--- src/rtl/frame_scheduler_pkg.sv ---
// Shared frame geometry, derived coordinate widths and scheduler state encoding
// for the detection datapath controller.
package frame_scheduler_pkg;

    localparam int IMG_WIDTH  = 8;
    localparam int IMG_HEIGHT = 4;
    localparam int W_X        = $clog2(IMG_WIDTH);
    localparam int W_Y        = $clog2(IMG_HEIGHT);
    localparam int W_POS      = W_X + W_Y;
    localparam int NUM_PIX    = IMG_WIDTH * IMG_HEIGHT;

    typedef enum logic [2:0] {
        ST_IDLE,
        ST_LOAD,
        ST_SWEEP,
        ST_DRAIN,
        ST_DONE
    } sched_state_t;

    // Outstanding-window FIFO entry, x in the upper bits.
    typedef struct packed {
        logic [W_X-1:0] x;
        logic [W_Y-1:0] y;
    } win_pos_t;

endpackage

--- src/rtl/frame_scheduler_win_pos_fifo.sv ---
// Synchronous show-ahead FIFO holding dispatched window positions until their
// classifier result returns. Supports simultaneous push and pop.
module win_pos_fifo #(
    parameter int DEPTH = 8,
    parameter int WIDTH = 5
) (
    input  logic                       clk,
    input  logic                       rst,
    input  logic                       flush,
    input  logic                       push,
    input  logic                       pop,
    input  logic [WIDTH-1:0]           din,
    output logic [WIDTH-1:0]           dout,
    output logic                       full,
    output logic                       empty,
    output logic [$clog2(DEPTH):0]     count
);

    localparam int AW = $clog2(DEPTH);
    localparam logic [AW:0]   FULL_CNT = (AW+1)'(DEPTH);
    localparam logic [AW:0]   CNT_ONE  = (AW+1)'(1);
    localparam logic [AW-1:0] PTR_ONE  = AW'(1);

    logic [WIDTH-1:0] mem_q [DEPTH];
    logic [AW-1:0]    wr_ptr_q, wr_ptr_d;
    logic [AW-1:0]    rd_ptr_q, rd_ptr_d;
    logic [AW:0]      count_q, count_d;
    logic             do_push, do_pop;

    always_comb begin
        do_push  = push && (count_q != FULL_CNT);
        do_pop   = pop && (count_q != '0);
        wr_ptr_d = wr_ptr_q;
        rd_ptr_d = rd_ptr_q;
        count_d  = count_q;
        if (flush) begin
            wr_ptr_d = '0;
            rd_ptr_d = '0;
            count_d  = '0;
        end else begin
            if (do_push) wr_ptr_d = wr_ptr_q + PTR_ONE;
            if (do_pop)  rd_ptr_d = rd_ptr_q + PTR_ONE;
            if (do_push && !do_pop)      count_d = count_q + CNT_ONE;
            else if (!do_push && do_pop) count_d = count_q - CNT_ONE;
        end
    end

    always_ff @(posedge clk) begin
        if (rst) begin
            wr_ptr_q <= '0;
            rd_ptr_q <= '0;
            count_q  <= '0;
        end else begin
            wr_ptr_q <= wr_ptr_d;
            rd_ptr_q <= rd_ptr_d;
            count_q  <= count_d;
        end
    end

    // Storage needs no reset; occupancy alone defines which entries are live.
    always_ff @(posedge clk) begin
        if (do_push && !flush) mem_q[wr_ptr_q] <= din;
    end

    assign dout  = mem_q[rd_ptr_q];
    assign full  = (count_q == FULL_CNT);
    assign empty = (count_q == '0);
    assign count = count_q;

endmodule

--- src/rtl/frame_scheduler.sv ---
// Frame-level controller: loads a frame into image RAM, paces the window sweeper,
// pairs classifier results with window positions. Optional FRAME_SCHED_PERF_EN adds counters.
module frame_scheduler
    import frame_scheduler_pkg::*;
#(
    parameter int MAX_OUTSTANDING = 8,
    parameter int W_PIX           = 8
) (
    input  logic               clk,
    input  logic               rst,
    input  logic               start,
    output logic               busy,
    output logic               frame_done,
    input  logic               pix_valid,
    output logic               pix_ready,
    input  logic [W_PIX-1:0]   pix_data,
    output logic               mem_we,
    output logic [W_X+W_Y-1:0] mem_waddr,
    output logic [W_PIX-1:0]   mem_wdata,
    output logic               sweep_rst,
    output logic               sweep_addr_ready,
    input  logic               cls_addr_ready,
    input  logic               win_valid,
    output logic               win_ready,
    input  logic               win_eot,
    input  logic [W_X-1:0]     win_x,
    input  logic [W_Y-1:0]     win_y,
    input  logic               res_valid,
    input  logic               res_pass,
    output logic               det_valid,
    output logic [W_X-1:0]     det_x,
    output logic [W_Y-1:0]     det_y,
    output logic               err
`ifdef FRAME_SCHED_PERF_EN
    ,
    output logic [31:0]        frame_cycles,
    output logic [31:0]        win_count,
    output logic [15:0]        det_count
`endif
);

    localparam int FAW = $clog2(MAX_OUTSTANDING);
    localparam logic [FAW:0]   CNT_ONE  = (FAW+1)'(1);
    localparam logic [W_X-1:0] LAST_COL = W_X'(IMG_WIDTH - 1);
    localparam logic [W_Y-1:0] LAST_ROW = W_Y'(IMG_HEIGHT - 1);

    sched_state_t   state_q, state_d;
    logic [W_X-1:0] col_q, col_d;
    logic [W_Y-1:0] row_q, row_d;
    logic           err_q, err_d;
    logic           det_valid_q, det_valid_d;
    logic [W_X-1:0] det_x_q, det_x_d;
    logic [W_Y-1:0] det_y_q, det_y_d;

    logic           in_sweep, in_drain;
    logic           start_frame;
    logic           win_push;
    logic           res_active, res_pop, last_pop;
    logic           fifo_full, fifo_empty;
    logic [FAW:0]   fifo_count;
    win_pos_t       fifo_din, fifo_head;

    assign in_sweep    = (state_q == ST_SWEEP);
    assign in_drain    = (state_q == ST_DRAIN);
    assign start_frame = (state_q == ST_IDLE) && start;

    assign pix_ready   = (state_q == ST_LOAD);
    assign mem_we      = pix_valid && pix_ready;
    assign mem_waddr   = {row_q, col_q};
    assign mem_wdata   = pix_data;

    assign win_ready   = in_sweep && !fifo_full;
    assign win_push    = win_valid && win_ready;
    assign fifo_din    = '{x: win_x, y: win_y};

    // Results outside SWEEP/DRAIN are dropped; an empty FIFO flags an error instead of popping.
    assign res_active  = res_valid && (in_sweep || in_drain);
    assign res_pop     = res_active && !fifo_empty;
    assign last_pop    = res_pop && (fifo_count == CNT_ONE);

    assign busy             = (state_q != ST_IDLE);
    assign frame_done       = (state_q == ST_DONE);
    assign sweep_rst        = !(in_sweep || in_drain);
    assign sweep_addr_ready = cls_addr_ready && in_sweep;

    assign det_valid = det_valid_q;
    assign det_x     = det_x_q;
    assign det_y     = det_y_q;
    assign err       = err_q;

    win_pos_fifo #(
        .DEPTH (MAX_OUTSTANDING),
        .WIDTH (W_POS)
    ) u_win_pos_fifo (
        .clk   (clk),
        .rst   (rst),
        .flush (start_frame),
        .push  (win_push),
        .pop   (res_pop),
        .din   (fifo_din),
        .dout  (fifo_head),
        .full  (fifo_full),
        .empty (fifo_empty),
        .count (fifo_count)
    );

    always_comb begin
        state_d     = state_q;
        col_d       = col_q;
        row_d       = row_q;
        err_d       = err_q;
        det_valid_d = res_pop && res_pass;
        det_x_d     = det_x_q;
        det_y_d     = det_y_q;

        if (det_valid_d) begin
            det_x_d = fifo_head.x;
            det_y_d = fifo_head.y;
        end
        if (res_active && fifo_empty) err_d = 1'b1;

        unique case (state_q)
            ST_IDLE: begin
                if (start) begin
                    state_d = ST_LOAD;
                    col_d   = '0;
                    row_d   = '0;
                    err_d   = 1'b0;
                end
            end
            ST_LOAD: begin
                if (mem_we) begin
                    if (col_q == LAST_COL) begin
                        col_d = '0;
                        if (row_q == LAST_ROW) begin
                            row_d   = '0;
                            state_d = ST_SWEEP;
                        end else begin
                            row_d = row_q + W_Y'(1);
                        end
                    end else begin
                        col_d = col_q + W_X'(1);
                    end
                end
            end
            ST_SWEEP: begin
                if (win_eot) state_d = ST_DRAIN;
            end
            ST_DRAIN: begin
                // Leave as soon as the final outstanding result is popped.
                if (fifo_empty || last_pop) state_d = ST_DONE;
            end
            ST_DONE: begin
                state_d = ST_IDLE;
            end
            default: begin
                state_d = ST_IDLE;
            end
        endcase
    end

    always_ff @(posedge clk) begin
        if (rst) begin
            state_q     <= ST_IDLE;
            col_q       <= '0;
            row_q       <= '0;
            err_q       <= 1'b0;
            det_valid_q <= 1'b0;
            det_x_q     <= '0;
            det_y_q     <= '0;
        end else begin
            state_q     <= state_d;
            col_q       <= col_d;
            row_q       <= row_d;
            err_q       <= err_d;
            det_valid_q <= det_valid_d;
            det_x_q     <= det_x_d;
            det_y_q     <= det_y_d;
        end
    end

`ifdef FRAME_SCHED_PERF_EN
    logic [31:0] frame_cycles_q, frame_cycles_d;
    logic [31:0] win_count_q, win_count_d;
    logic [15:0] det_count_q, det_count_d;

    always_comb begin
        frame_cycles_d = frame_cycles_q;
        win_count_d    = win_count_q;
        det_count_d    = det_count_q;
        if (start_frame) begin
            frame_cycles_d = '0;
            win_count_d    = '0;
            det_count_d    = '0;
        end else begin
            if (state_q != ST_IDLE) frame_cycles_d = frame_cycles_q + 32'd1;
            if (win_push)           win_count_d    = win_count_q + 32'd1;
            if (det_valid_d)        det_count_d    = det_count_q + 16'd1;
        end
    end

    always_ff @(posedge clk) begin
        if (rst) begin
            frame_cycles_q <= '0;
            win_count_q    <= '0;
            det_count_q    <= '0;
        end else begin
            frame_cycles_q <= frame_cycles_d;
            win_count_q    <= win_count_d;
            det_count_q    <= det_count_d;
        end
    end

    assign frame_cycles = frame_cycles_q;
    assign win_count    = win_count_q;
    assign det_count    = det_count_q;
`endif

endmodule
--- config.mk ---
export PLATFORM = sky130hd
export DESIGN_NAME = frame_scheduler
export DESIGN_NICKNAME = d
export VERILOG_FILES = /design/src/rtl/frame_scheduler_pkg.sv /design/src/rtl/frame_scheduler_win_pos_fifo.sv /design/src/rtl/frame_scheduler.sv
export SDC_FILE = /design/constraint.sdc
export NUM_CORES = 1
export LEC_CHECK = 0
export BUFFER_PORTS_ARGS = -buffer_cell sky130_fd_sc_hd__clkbuf_2
export CELL_PAD_IN_SITES_DETAIL_PLACEMENT = 1
export CELL_PAD_IN_SITES_GLOBAL_PLACEMENT = 1
export CORE_MARGIN = 4
export CORE_UTILIZATION = 48
export DETAILED_ROUTE_END_ITERATION = 8
export PLACE_DENSITY = 0.92
export SLEW_MARGIN = 20
export SYNTH_ARGS = -nofsm -noshare
export SYNTH_HDL_FRONTEND = slang
export SYNTH_SLANG_ARGS = --single-unit
export TNS_END_PERCENT = 50
--- constraint.sdc ---
create_clock -name clk -period 6.55 [get_ports clk]
set_clock_uncertainty 0.15 [all_clocks]
set_input_delay 0.655 -clock clk [delete_from_list [all_inputs] [get_ports clk]]
set_output_delay 0.655 -clock clk [all_outputs]
set_load 0.02 [all_outputs]
---- After elaboration in Yosys (flattened, before gate mapping) ----
Memories as Yosys holds them, arrays and structs flattened. A register that Yosys moved wholly into a read port is not among the register bits.
Index checks and enable logic that the tools add are counted.
word-level totals
  flip-flop bits (word level) ............. 20
  RAM bits ................................ 40
  input port bits ......................... 22
  output and inout bits ................... 27
  logic and storage cells ................. 86
  memories ................................ 1
memories
  name                  words  width  rd ports  clocked after memory_dff  wr ports  line                                text
  u_win_pos_fifo.mem_q  8      5      1         1                         1         frame_scheduler_win_pos_fifo.sv:24  logic [WIDTH-1:0] mem_q [DEPTH];
cells by class
  reductions and logical operators ........ 33
  add/sub/neg operators ................... 6
  eq/ne operators ......................... 15
  muxes and demuxes ....................... 23
operators by type and width
  kind                   count
  $mux W3                9
  $logic_and A1 B1 Y1    15
  $pmux W3 S4            1
  $add A3 B1 Y3 const B  3
  $mux W2                4
  $mux W4                2
  $ne A2 B1 Y1 const B   4
  $eq A3 B2 Y1 const B   2
  $eq A3 B3 Y1 const B   2
  $logic_not A1 Y1       6
  $pmux W3 S2            1
  $reduce_and A6 Y1      1
  $mux W1                5
  $add A4 B1 Y4 const B  1
  $eq A4 B1 Y1 const B   1
  $eq A4 B4 Y1 const B   1
  $logic_not A4 Y1       1
  $ne A2 B2 Y1 const B   2
  $ne A4 B4 Y1 const B   1
  $pmux W2 S2            1
  $reduce_and A4 Y1      1
  $reduce_bool A2 Y1     2
  $reduce_bool A4 Y1     1
  $sub A4 B1 Y4 const B  1
  8 further kinds        9

---- Depth between registers and ports, before layout ----
Gate-level depths: netlist of run 1.
  word-level depth ........................ 9
  mapped depth ............................ 10
  depth with buffers taken out ............ 10

---- Hierarchy ----
A second synthesis of run 1 with hierarchy kept.
second synthesis, totals
  cell total of the unflattened synthesis .. 228
  area, all modules ....................... 3001.6 um^2
by module, submodules not included
  module           sequential area each (um^2)  cells an instance  instances  area each (um^2)
  win_pos_fifo     1461.4                       131                1          2183.3
  frame_scheduler  300.3                        97                 1          818.3

---- Worst setup path after synthesis of run 1 ----
No wires, ideal clock.
  path kind ............................... register to register
  from .................................... register u_win_pos_fifo.count_q[0] (netlist: u_win_pos_fifo.count[0])
  to ...................................... register u_win_pos_fifo.count_q[3] (netlist: u_win_pos_fifo.count[3])
  arrival time ............................ 2.104 ns
  path buffers ............................ 0
  setup slack ............................. 4.168 ns
  required time ........................... 6.272 ns
  stages on the path, launching flop included .. 11
  library setup time ...................... 0.128 ns
  clock period less this slack ............ 2.382 ns
  cells stage by stage .................... dfxtp_1 > inv_1 > ha_1 > or3b_1 > and2_1 > inv_1 > ha_1 > or4_1 > a21oi_1 > xnor2_1 > nor2_1
on the way
  word-level cells in the longest chain between the ends .. 8
  elaborated cells between the ends (all ways) .. 20
  classes of those cells .................. add/sub (2); eq/ne (2); mux (2); reduce/logical (14)
RTL lines
  element                              line                                text
  start: declaration                   frame_scheduler_win_pos_fifo.sv:27  logic [AW:0] count_q, count_d;
  start signal: assignment             frame_scheduler_win_pos_fifo.sv:56  count_q <= count_d;
  $eq A4 B4 Y1                         frame_scheduler_win_pos_fifo.sv:66  assign full = (count_q == FULL_CNT);
  $logic_not A1 Y1                     frame_scheduler.sv:72               assign win_ready = in_sweep && !fifo_full;
  $logic_and A1 B1 Y1                  frame_scheduler.sv:72
  $logic_and A1 B1 Y1                  frame_scheduler.sv:73               assign win_push = win_valid && win_ready;
  $logic_and A1 B1 Y1                  frame_scheduler_win_pos_fifo.sv:31  do_push = push && (count_q != FULL_CNT);
  $logic_not A1 Y1                     frame_scheduler_win_pos_fifo.sv:44  else if (!do_push && do_pop) count_d = count_q - CNT_ONE;
  $logic_and A1 B1 Y1                  frame_scheduler_win_pos_fifo.sv:44
  $reduce_bool A2 Y1 (no source line)  --
Parallel ways exist; a longest one is shown, timed or not. The select of a mux whose other input is x is not followed.
A chain may end at the register's enable or synchronous reset.

---- Final worst setup path of run 1 ----
Ends and elaborated chain as after synthesis.

==> results of run 1 <==
-- flip-flops by register name (all words and copies together), names as in the netlist --
signal and count:
col_q 3, det_valid 1, det_x 3, det_y 2, err 1, row_q 2
state_q 3, u_win_pos_fifo.count 4, u_win_pos_fifo.mem_q 40, u_win_pos_fifo.rd_ptr_q 3, u_win_pos_fifo.wr_ptr_q 3
-- per-layer routing --
layer	track usage	up-vias
li1	-	853
met1	0.2187	887
met2	0.3213	40
met3	0.04369	11
met4	0.09928	0
met5	0	-
-- worst max path at each step --
stage | from | endpoint | slack (ps) | depth (start not counted)
after floorplan | u_win_pos_fifo.count[0] | u_win_pos_fifo.count[3] | 4170 | 10
after global placement | res_valid | u_win_pos_fifo.count[3] | 4000 | 9
after detailed placement | u_win_pos_fifo.count[0] | u_win_pos_fifo.count[3] | 3870 | 10
after CTS | u_win_pos_fifo.count[0] | u_win_pos_fifo.count[3] | 3860 | 10
after global routing | state_q[1] | u_win_pos_fifo.mem_q[1][3] | 3680 | 4
final | u_win_pos_fifo.count[0] | u_win_pos_fifo.count[3] | 3830 | 10
-- synthesized netlist by cell type, drive strengths merged, types with 2 or more instances --
cell type  count
clkbuf         5
o21ai          3
nand4          7
nor3b          4
o22ai          5
nor3           8
buf           12
nand2b         6
a21oi         12
and3           4
mux2i          3
nor2b          2
dfxtp         25
and2           4
edfxtp        40
or3b           2
nand2          7
nor2          25
xnor2          2
inv            3
mux4          10
or3            2
ha             9
xor2           4
-- kinds of logic (layout without fill, tap and decap cells) --
| group | count (synthesis) | after routing | synth area share |
|---|---|---|---|
| multiplexers | 13 | 13 | 0.08971 |
| AND/OR/NAND/NOR | 78 | 78 | 0.1579 |
| buffers and inverters | 20 | 51 | 0.04178 |
| flip-flops | 65 | 65 | 0.5981 |
| adder cells (fa/ha/maj) | 9 | 9 | 0.03958 |
| AO/OA/AOI/OAI | 26 | 26 | 0.05454 |
| XOR/XNOR | 6 | 6 | 0.01847 |
-- per-stage QoR --
| step | hold WS [ps] | setup slack [ps] | instance area, sq um |
|---|---|---|---|
| after floorplan | 321.4 | 4168 | 2845 |
| after global placement | 314.2 | 4001 | 2988 |
| after detailed placement | 326.6 | 3871 | 2988 |
| after CTS | 355.0 | 3858 | 3191 |
| after global routing | 375.2 | 3681 | 3191 |
| final | 346.9 | 3830 | 3191 |
-- worst max-delay path: cells and delay by family (launching register included) --
kind | cells | cell delay (ps)
flip-flops | 1 | 440
AND/OR/NAND/NOR | 4 | 990
adder cells (fa/ha/maj) | 2 | 530
AO/OA/AOI/OAI | 1 | 200
buffers and inverters | 2 | 160
XOR/XNOR | 1 | 130
-- power breakdown --
| part | internal, W | leakage (nW) | switching, W |
|---|---|---|---|
| clock | 0.000180 | 0.104 | 0.000163 |
| sequential | 0.000438 | 0.562 | 0.00000959 |
| combinational | 0.0000209 | 0.492 | 0.0000338 |
-- final cells by class --
cell class              instances  share of cell area
inverters                       3            0.003529
repair buffers                 32             0.05020
well taps                      72             0.02824
flip-flops and latches         65              0.5333
clock buffers                   9             0.03882
clock inverters                 7             0.02471
multi-input cells             132              0.3212
==> impl_metrics.tcl, run 1 <==
set metrics [dict create \
    yosysTopAreaCellShare 0.4222 \
    power_density_mw_per_mm2 264.9 \
    clkLatencyLatePin_ps 330 \
    reg2reg_from "u_win_pos_fifo.count[0]" \
    yosys_most_used_dff "edfxtp_1" \
    endpoint_kind "flip-flop" \
    ant_nets 0 \
    synth_warnings 0 \
    grt_pass1_wl_um 10230 \
    synth_fp_nets 248 \
    leakage_nw 1.158 \
    holdPathEnd "col_q[1]" \
    drt-vias-per-instance 5.597 \
    fillers 579 \
    drtIter0Drc 92 \
    arrival_ps 2790 \
    synth_seq_cells 65 \
    syn_inst 217 \
    nNetsFinal 274 \
    vdd_drop_max_mv 0.1851 \
    worstReg2RegEnd "u_win_pos_fifo.count[3]" \
    cts-root-buf "clkbuf_8" \
    routedWlPerCell_um 19.12 \
    reg2reg_slack_ps 3830 \
    fmax_mhz 367.7 \
    start_kind "flip-flop" \
    hold_buffers 0 \
    setup.worst_path.class "flip-flop to flip-flop" \
    numCtsBuffers 9 \
    h-tree-depth 3 \
    start_util 0.5043 \
    seq_area_sq_mm 0.001702 \
    met1Wirelength_um 2530 \
    io_buffers 32 \
    slowest_stage "or4_1" \
    drt_pass1_iterations 4 \
    grt_max_degree 21 \
    cp_cell_sequence "inv_1, ha_1, or3b_1, and2_1, inv_1, ha_1, or4_1, a21oi_1, xnor2_1, nor2_1" \
    area_growth_pct 12.14 \
    final_util 0.5655 \
    multi_input_area_sq_mm 0.001025 \
    cts_resized 0 \
    hold_start "col_q[1]" \
    gp_congestion 0.7503 \
    met2WireLength_um 3247 \
    netlist_area_sq_mm 0.002845 \
    fin_cells 320 \
    drv_cap 0 \
    finalHoldViolCount 0 \
    routed_wl_um 6117 \
    synth_area_per_cell_sq_um 13.11 \
    clk_pin_slew_ps 80 \
    vias 1791 \
    highest_layer "met4" \
    antennaDiodeCount 0 \
    cts_max_path_buffers 2 \
    finalCritPeriodShare 0.4152 \
    synth_area_leader_cell "edfxtp_1" \
    seq_area_frac_synth 0.5981 \
    antenna_found_initial 0 \
    cpPeakStageDelay_ps 460 \
    overflow 0 \
    postCtsSetupRepairBufs 0 \
    dieArea_sq_mm 0.007223 \
    final_cell_mix "edfxtp_1, clkbuf_2, dfxtp_1, nor2_1, a21oi_1" \
    final_common_cell "edfxtp_1" \
    grt_pass1_vias 2018 \
    drive_above_1_share 0.2540 \
    die_h_um 84.99 \
    reg2reg_depth 10 \
    max_slew.worst_pin.slew_ps 806.1 \
    rsz0062_at_grt "no" \
    slew_viol_final 0 \
    ys_types 45 \
    grt_use_total 0.1880 \
    slew_headroom 0.4585 \
    async_flop_share 0 \
    synth_edf_count 40 \
    cp_max_fo 6 \
    wl_met3_um 208 \
    place_inst 304 \
    hp-class "flip-flop to flip-flop" \
    whs_path_depth 2 \
    cts_tree "yes" \
    core-area_sq_mm 0.005642 \
    cts.sinks 65 \
    synthTopCellsByArea "edfxtp_1, dfxtp_1, mux4_2" \
    finalSetupViolations 0 \
    power_w 0.0008451 \
    status "complete, no violations" \
    die_x_um 84.99 \
    setup_tns_ps 0 \
    drc 0 \
    io_pins 49 \
    cp.required_ps 6620 \
    layout_min_cycle_time_ps 2720 \
    dpl.hpwl_um 4383 \
    rows 27 \
]
No activity file was read; power rests on OpenSTA's default activity.
==> inputs of run 2 (changes only) <==
CORE_UTILIZATION = 45   (was 48)
PLACE_DENSITY = 0.87   (was 0.92)
clock period = 2.8 ns   (was 6.55 ns; I/O delays follow)
==> run 2 against run 1 <==
Net effect:
- combinational power grew to 2.7 times the previous value
- final cell count increased by 2.5%
- non-clock buffer count is 5 higher
- sequential power grew 130%
- sequential share of layout area fell by 0.60 points
- global-route usage decreased by 0.61 points
- clock power up 130%
- maximum frequency increased by 4.4%
- worst hold slack got worse by 250 ps
- critical endpoint unchanged
==> impl_metrics.tcl, run 2 (synthesized netlist as in run 1, its figures left out) <==
set metrics [dict create \
    setup.worst_path.class "flip-flop to flip-flop" \
    grt_pass1_wl_um 10230 \
    drt-vias-per-instance 5.646 \
    numCtsBuffers 9 \
    start_kind "flip-flop" \
    grt_pass1_vias 1958 \
    status "complete, no violations" \
    reg2reg_slack_ps 190 \
    finalCritPeriodShare 0.9304 \
    max_slew.worst_pin.slew_ps 675.4 \
    drive_above_1_share 0.2727 \
    slew_viol_final 0 \
    core-area_sq_mm 0.006026 \
    drtIter0Drc 128 \
    arrival_ps 2680 \
    endpoint_kind "flip-flop" \
    cts_tree "yes" \
    cp.required_ps 2870 \
    cp_max_fo 5 \
    holdWs_ps 96.14 \
    routedWlPerCell_um 19.36 \
    finalSetupViolations 0 \
    clk_pin_slew_ps 80 \
    crit_path_end "u_win_pos_fifo.count[3]" \
    reg2reg_from "u_win_pos_fifo.count[1]" \
    rsz0062_at_grt "no" \
    overflow 0 \
    ant_nets 0 \
    cts-root-buf "clkbuf_8" \
    cts_max_path_buffers 2 \
    cts.sinks 65 \
    die_h_um 87.52 \
    final_common_cell "edfxtp_1" \
    io_buffers 32 \
    routed_wl_um 6349 \
    antenna_found_initial 0 \
    start_util 0.4722 \
    antennaDiodeCount 0 \
    dpl.hpwl_um 4594 \
    vdd_drop_max_mv 0.3399 \
    cp-startpoint "u_win_pos_fifo.count[1]" \
    largest_register_ffs 40 \
    finalHoldViolCount 0 \
    rows 28 \
    final_cell_mix "edfxtp_1, clkbuf_2, nor2_1, dfxtp_1, a21oi_1" \
    drc 0 \
    slew_headroom 0.5491 \
    power_density_mw_per_mm2 609.2 \
    hp-class "input port to flip-flop" \
    die_x_um 87.52 \
    postCtsSetupRepairBufs 0 \
    h-tree-depth 3 \
    drv_cap 0 \
    drt_pass1_iterations 4 \
    grt_max_degree 20 \
    area_growth_pct 13.50 \
    top_register "u_win_pos_fifo.mem_q" \
    io_pins 49 \
    vias 1852 \
    layout_min_cycle_time_ps 2605 \
    clkLatencyLatePin_ps 340 \
    nNetsFinal 279 \
    fmax_mhz 383.9 \
    worstReg2RegEnd "u_win_pos_fifo.count[3]" \
    gp_congestion 0.8173 \
    reg2reg_depth 10 \
    dieArea_sq_mm 0.007659 \
    setup_tns_ps 0 \
    leakage_nw 1.181 \
    grt_use_total 0.1820 \
    hold_buffers 0 \
    cts_resized 0 \
]
run 2: cell types whose count changed in the layout (fill, tap and decap cells not counted), sizes merged:
| cell | change |
|---|---|
| clkinvlp | +1 |
| inv | -2 |
| buf | +5 |
| clkbuf | +2 |
| clkinv | -1 |
run 2: cell type report:
type / count / area, sq um
clock buffers: 11 / 141.4
repair buffers: 37 / 197.7
fillers: 636 / 2796
multi-input cells: 132 / 1026
inverters: 3 / 11.26
well taps: 75 / 93.84
flip-flops and latches: 65 / 1703
clock inverters: 5 / 56.30
run 2: layer usage:
layer,share of wire,global-route usage,vias to the layer above
li1,-,-,863
met1,0.42,0.2104,932
met2,0.51,0.3158,46
met3,0.051,0.04920,11
met4,0.022,0.07950,0
met5,0,0,-
run 2: critical path, cell delays in order (launching register included):
cell and delay [ps]:
dfxtp_1 400, inv_1 80, ha_1 250, or3b_1 270, and2_2 230, inv_1 60, ha_1 260, or4_1 410
a21oi_1 190, xnor2_1 140, nor2_1 50
run 2: how the worst min path moves through the flow:
stage,start,endpoint,slack [ps],cells past startpoint
floorplan,rst,det_valid,200,1
global placement,err,err,310,2
detailed placement,col_q[2],col_q[2],320,2
CTS,win_x[0],u_win_pos_fifo.mem_q[6][2],90,1
global route,win_y[0],u_win_pos_fifo.mem_q[6][0],90,1
finish,win_x[0],u_win_pos_fifo.mem_q[5][2],100,1
run 2: per-stage QoR:
stage               utilization  power, W  instance area (sq um)  cells  setup WS [ps]
finish                   0.5359  0.001967                   3229    328          194.9
global route             0.5359  0.002050                   3229    328          38.73
CTS                      0.5355  0.001989                   3227    328          112.5
detailed placement       0.5027  0.001202                   3029    312          140.6
global placement         0.5027  0.001194                   3029    312          290.3
floorplan                     -  0.001167                   2845    217          418.4
run 2: report_power, final:
part           internal, W  switching, W  leakage [nW]  total (W)
combinational    0.0000538     0.0000915         0.520   0.000145
clock             0.000434      0.000353        0.0993   0.000786
sequential         0.00102     0.0000106         0.562    0.00104
==> inputs of run 3 (changes only) <==
CORE_UTILIZATION = 43   (was 45)
MAX_ROUTING_LAYER = met4   (was not set)
PLACE_DENSITY = 0.74   (was 0.87)
==> run 3 against run 2 <==
Net effect:
- wire length shrank 16%
- count of clock-buffer cells in the layout is the same
- clock power shrank 3.8%
- critical path depth is the same
- critical endpoint unchanged
==> impl_metrics.tcl, run 3 (synthesized netlist as in run 1, its figures left out) <==
set metrics [dict create \
    status "complete, no violations" \
    grt_util_met1 0.1905 \
    hold_start "win_x[2]" \
    busiest_layer "met2" \
    reg2reg_slack_ps 200 \
    finalCritPeriodShare 0.9283 \
    seq_area_sq_mm 0.001703 \
    final_area_sq_mm 0.003221 \
    cts_tree "yes" \
    io_buffers 32 \
    cp_max_fo 5 \
    max_slew.worst_pin.slew_ps 706.6 \
    hp-class "input port to flip-flop" \
    largest_register_ffs 40 \
    core-area_sq_mm 0.006386 \
    finalHoldViolCount 0 \
    cts-root-buf "clkbuf_8" \
    cp.required_ps 2870 \
    vdd_drop_max_mv 0.2790 \
    start_util 0.4455 \
    slew_viol_final 0 \
    grt_pass1_wl_um 8852 \
    rsz0062_at_grt "no" \
    fmax_mhz 384.7 \
    numCtsBuffers 9 \
    gp_congestion 0.8324 \
    routedWlPerCell_um 16.23 \
    endpoint_kind "flip-flop" \
    multi_input_area_sq_mm 0.001025 \
    drt-vias-per-instance 5.318 \
    setup.worst_path.class "flip-flop to flip-flop" \
    reg2reg_from "u_win_pos_fifo.count[1]" \
    nNetsFinal 279 \
    grt_pass1_vias 1836 \
    met3_usage 0.04793 \
    cts_max_path_buffers 2 \
    hold_buffers 0 \
    routed_wl_um 5355 \
    power_density_mw_per_mm2 600.4 \
    power_w 0.001934 \
    drv_cap 0 \
    cts.sinks 65 \
    overflow 0 \
    ant_nets 0 \
    clkLatencyLatePin_ps 340 \
    final_cell_mix "edfxtp_1, clkbuf_2, nor2_1, dfxtp_1, a21oi_1" \
    worstReg2RegEnd "u_win_pos_fifo.count[3]" \
    reg2reg_depth 10 \
    io_pins 49 \
    antenna_found_initial 0 \
    die_h_um 89.35 \
    final_common_cell "edfxtp_1" \
    slew_headroom 0.5283 \
    area_growth_pct 13.19 \
    die_x_um 89.35 \
    leakage_nw 1.174 \
    holdPathEnd "u_win_pos_fifo.mem_q[4][4]" \
    drc 0 \
    drtIter0Drc 109 \
    critical_path.top_delay_family "simple AND/OR/NAND/NOR gates" \
    grt_use_total 0.1564 \
    cp_cell_sequence "inv_1, ha_1, or3b_1, and2_1, inv_1, ha_1, or4_1, a21oi_1, xnor2_1, nor2_1" \
    slowest_stage "or4_1" \
    whs_path_depth 1 \
    clk_pin_slew_ps 70 \
    fillers 664 \
    finalSetupViolations 0 \
    h-tree-depth 3 \
    layout_min_cycle_time_ps 2599 \
    final_util 0.5043 \
    dieArea_sq_mm 0.007983 \
    placed_area_sq_mm 0.003032 \
    arrival_ps 2670 \
    dpl.hpwl_um 3974 \
    antennaDiodeCount 0 \
    vias 1755 \
    met2_usage 0.2405 \
    crit_buf_inv 2 \
    grt_max_degree 20 \
    setup_tns_ps 0 \
    drt_pass1_iterations 4 \
    drive_above_1_share 0.2648 \
    cpPeakStageDelay_ps 420 \
    start_kind "flip-flop" \
    top_register "u_win_pos_fifo.mem_q" \
    rows 29 \
]
## run 3: routing by layer
metal	vias up	routed length, um
met4	0	88
met1	844	2456
li1	866	-
met3	10	280
met5	-	0
met2	35	2529
## run 3: layout make-up
cell class,count,share of cell area
clock buffer,11,0.04079
inverter,3,0.003497
timing repair buffer,37,0.06138
sequential,65,0.5287
clock inverter,5,0.01748
tap,77,0.02991
multi-input combinational,132,0.3182
## run 3: worst register-to-register path, stage by stage, from the launching register on
cell and delay, ps:
dfxtp_1 390, inv_1 80, ha_1 240, or3b_1 250, and2_1 220, inv_1 60, ha_1 250, or4_1 420
a21oi_1 230, xnor2_1 140, nor2_1 50
## run 3: how the worst max path moves through the flow
stage / end / depth (start not counted) / from
finish: u_win_pos_fifo.count[3] / 10 / u_win_pos_fifo.count[1]
global route: u_win_pos_fifo.count[3] / 10 / u_win_pos_fifo.count[1]
detailed placement: u_win_pos_fifo.count[3] / 10 / u_win_pos_fifo.count[0]
floorplan: u_win_pos_fifo.count[3] / 10 / u_win_pos_fifo.count[0]
CTS: u_win_pos_fifo.count[3] / 10 / u_win_pos_fifo.count[0]
global placement: u_win_pos_fifo.count[3] / 10 / u_win_pos_fifo.count[0]
## run 3: per-stage QoR
stage          setup slack (ps)  hold WS [ps]  cells
3_3_place_gp              287.5         314.7    314
2_1_floorplan             418.4         201.6    217
3_5_place_dp              175.8         322.2    314
5_1_grt                   16.61         74.19    330
6_report                  200.9         67.61    330
4_1_cts                   151.4         54.96    330
## run 3: power breakdown
part	total (W)	internal, W	switching (W)
logic	0.000141	0.0000536	0.0000876
clock network	0.000756	0.000410	0.000347
registers	0.00104	0.00102	0.0000111
## run 3: what timing repair did
item / CTS / global route
resized for setup: 0 / 1
endpoints found under the setup margin: 0 / 1
buffers inserted: 0 / 0
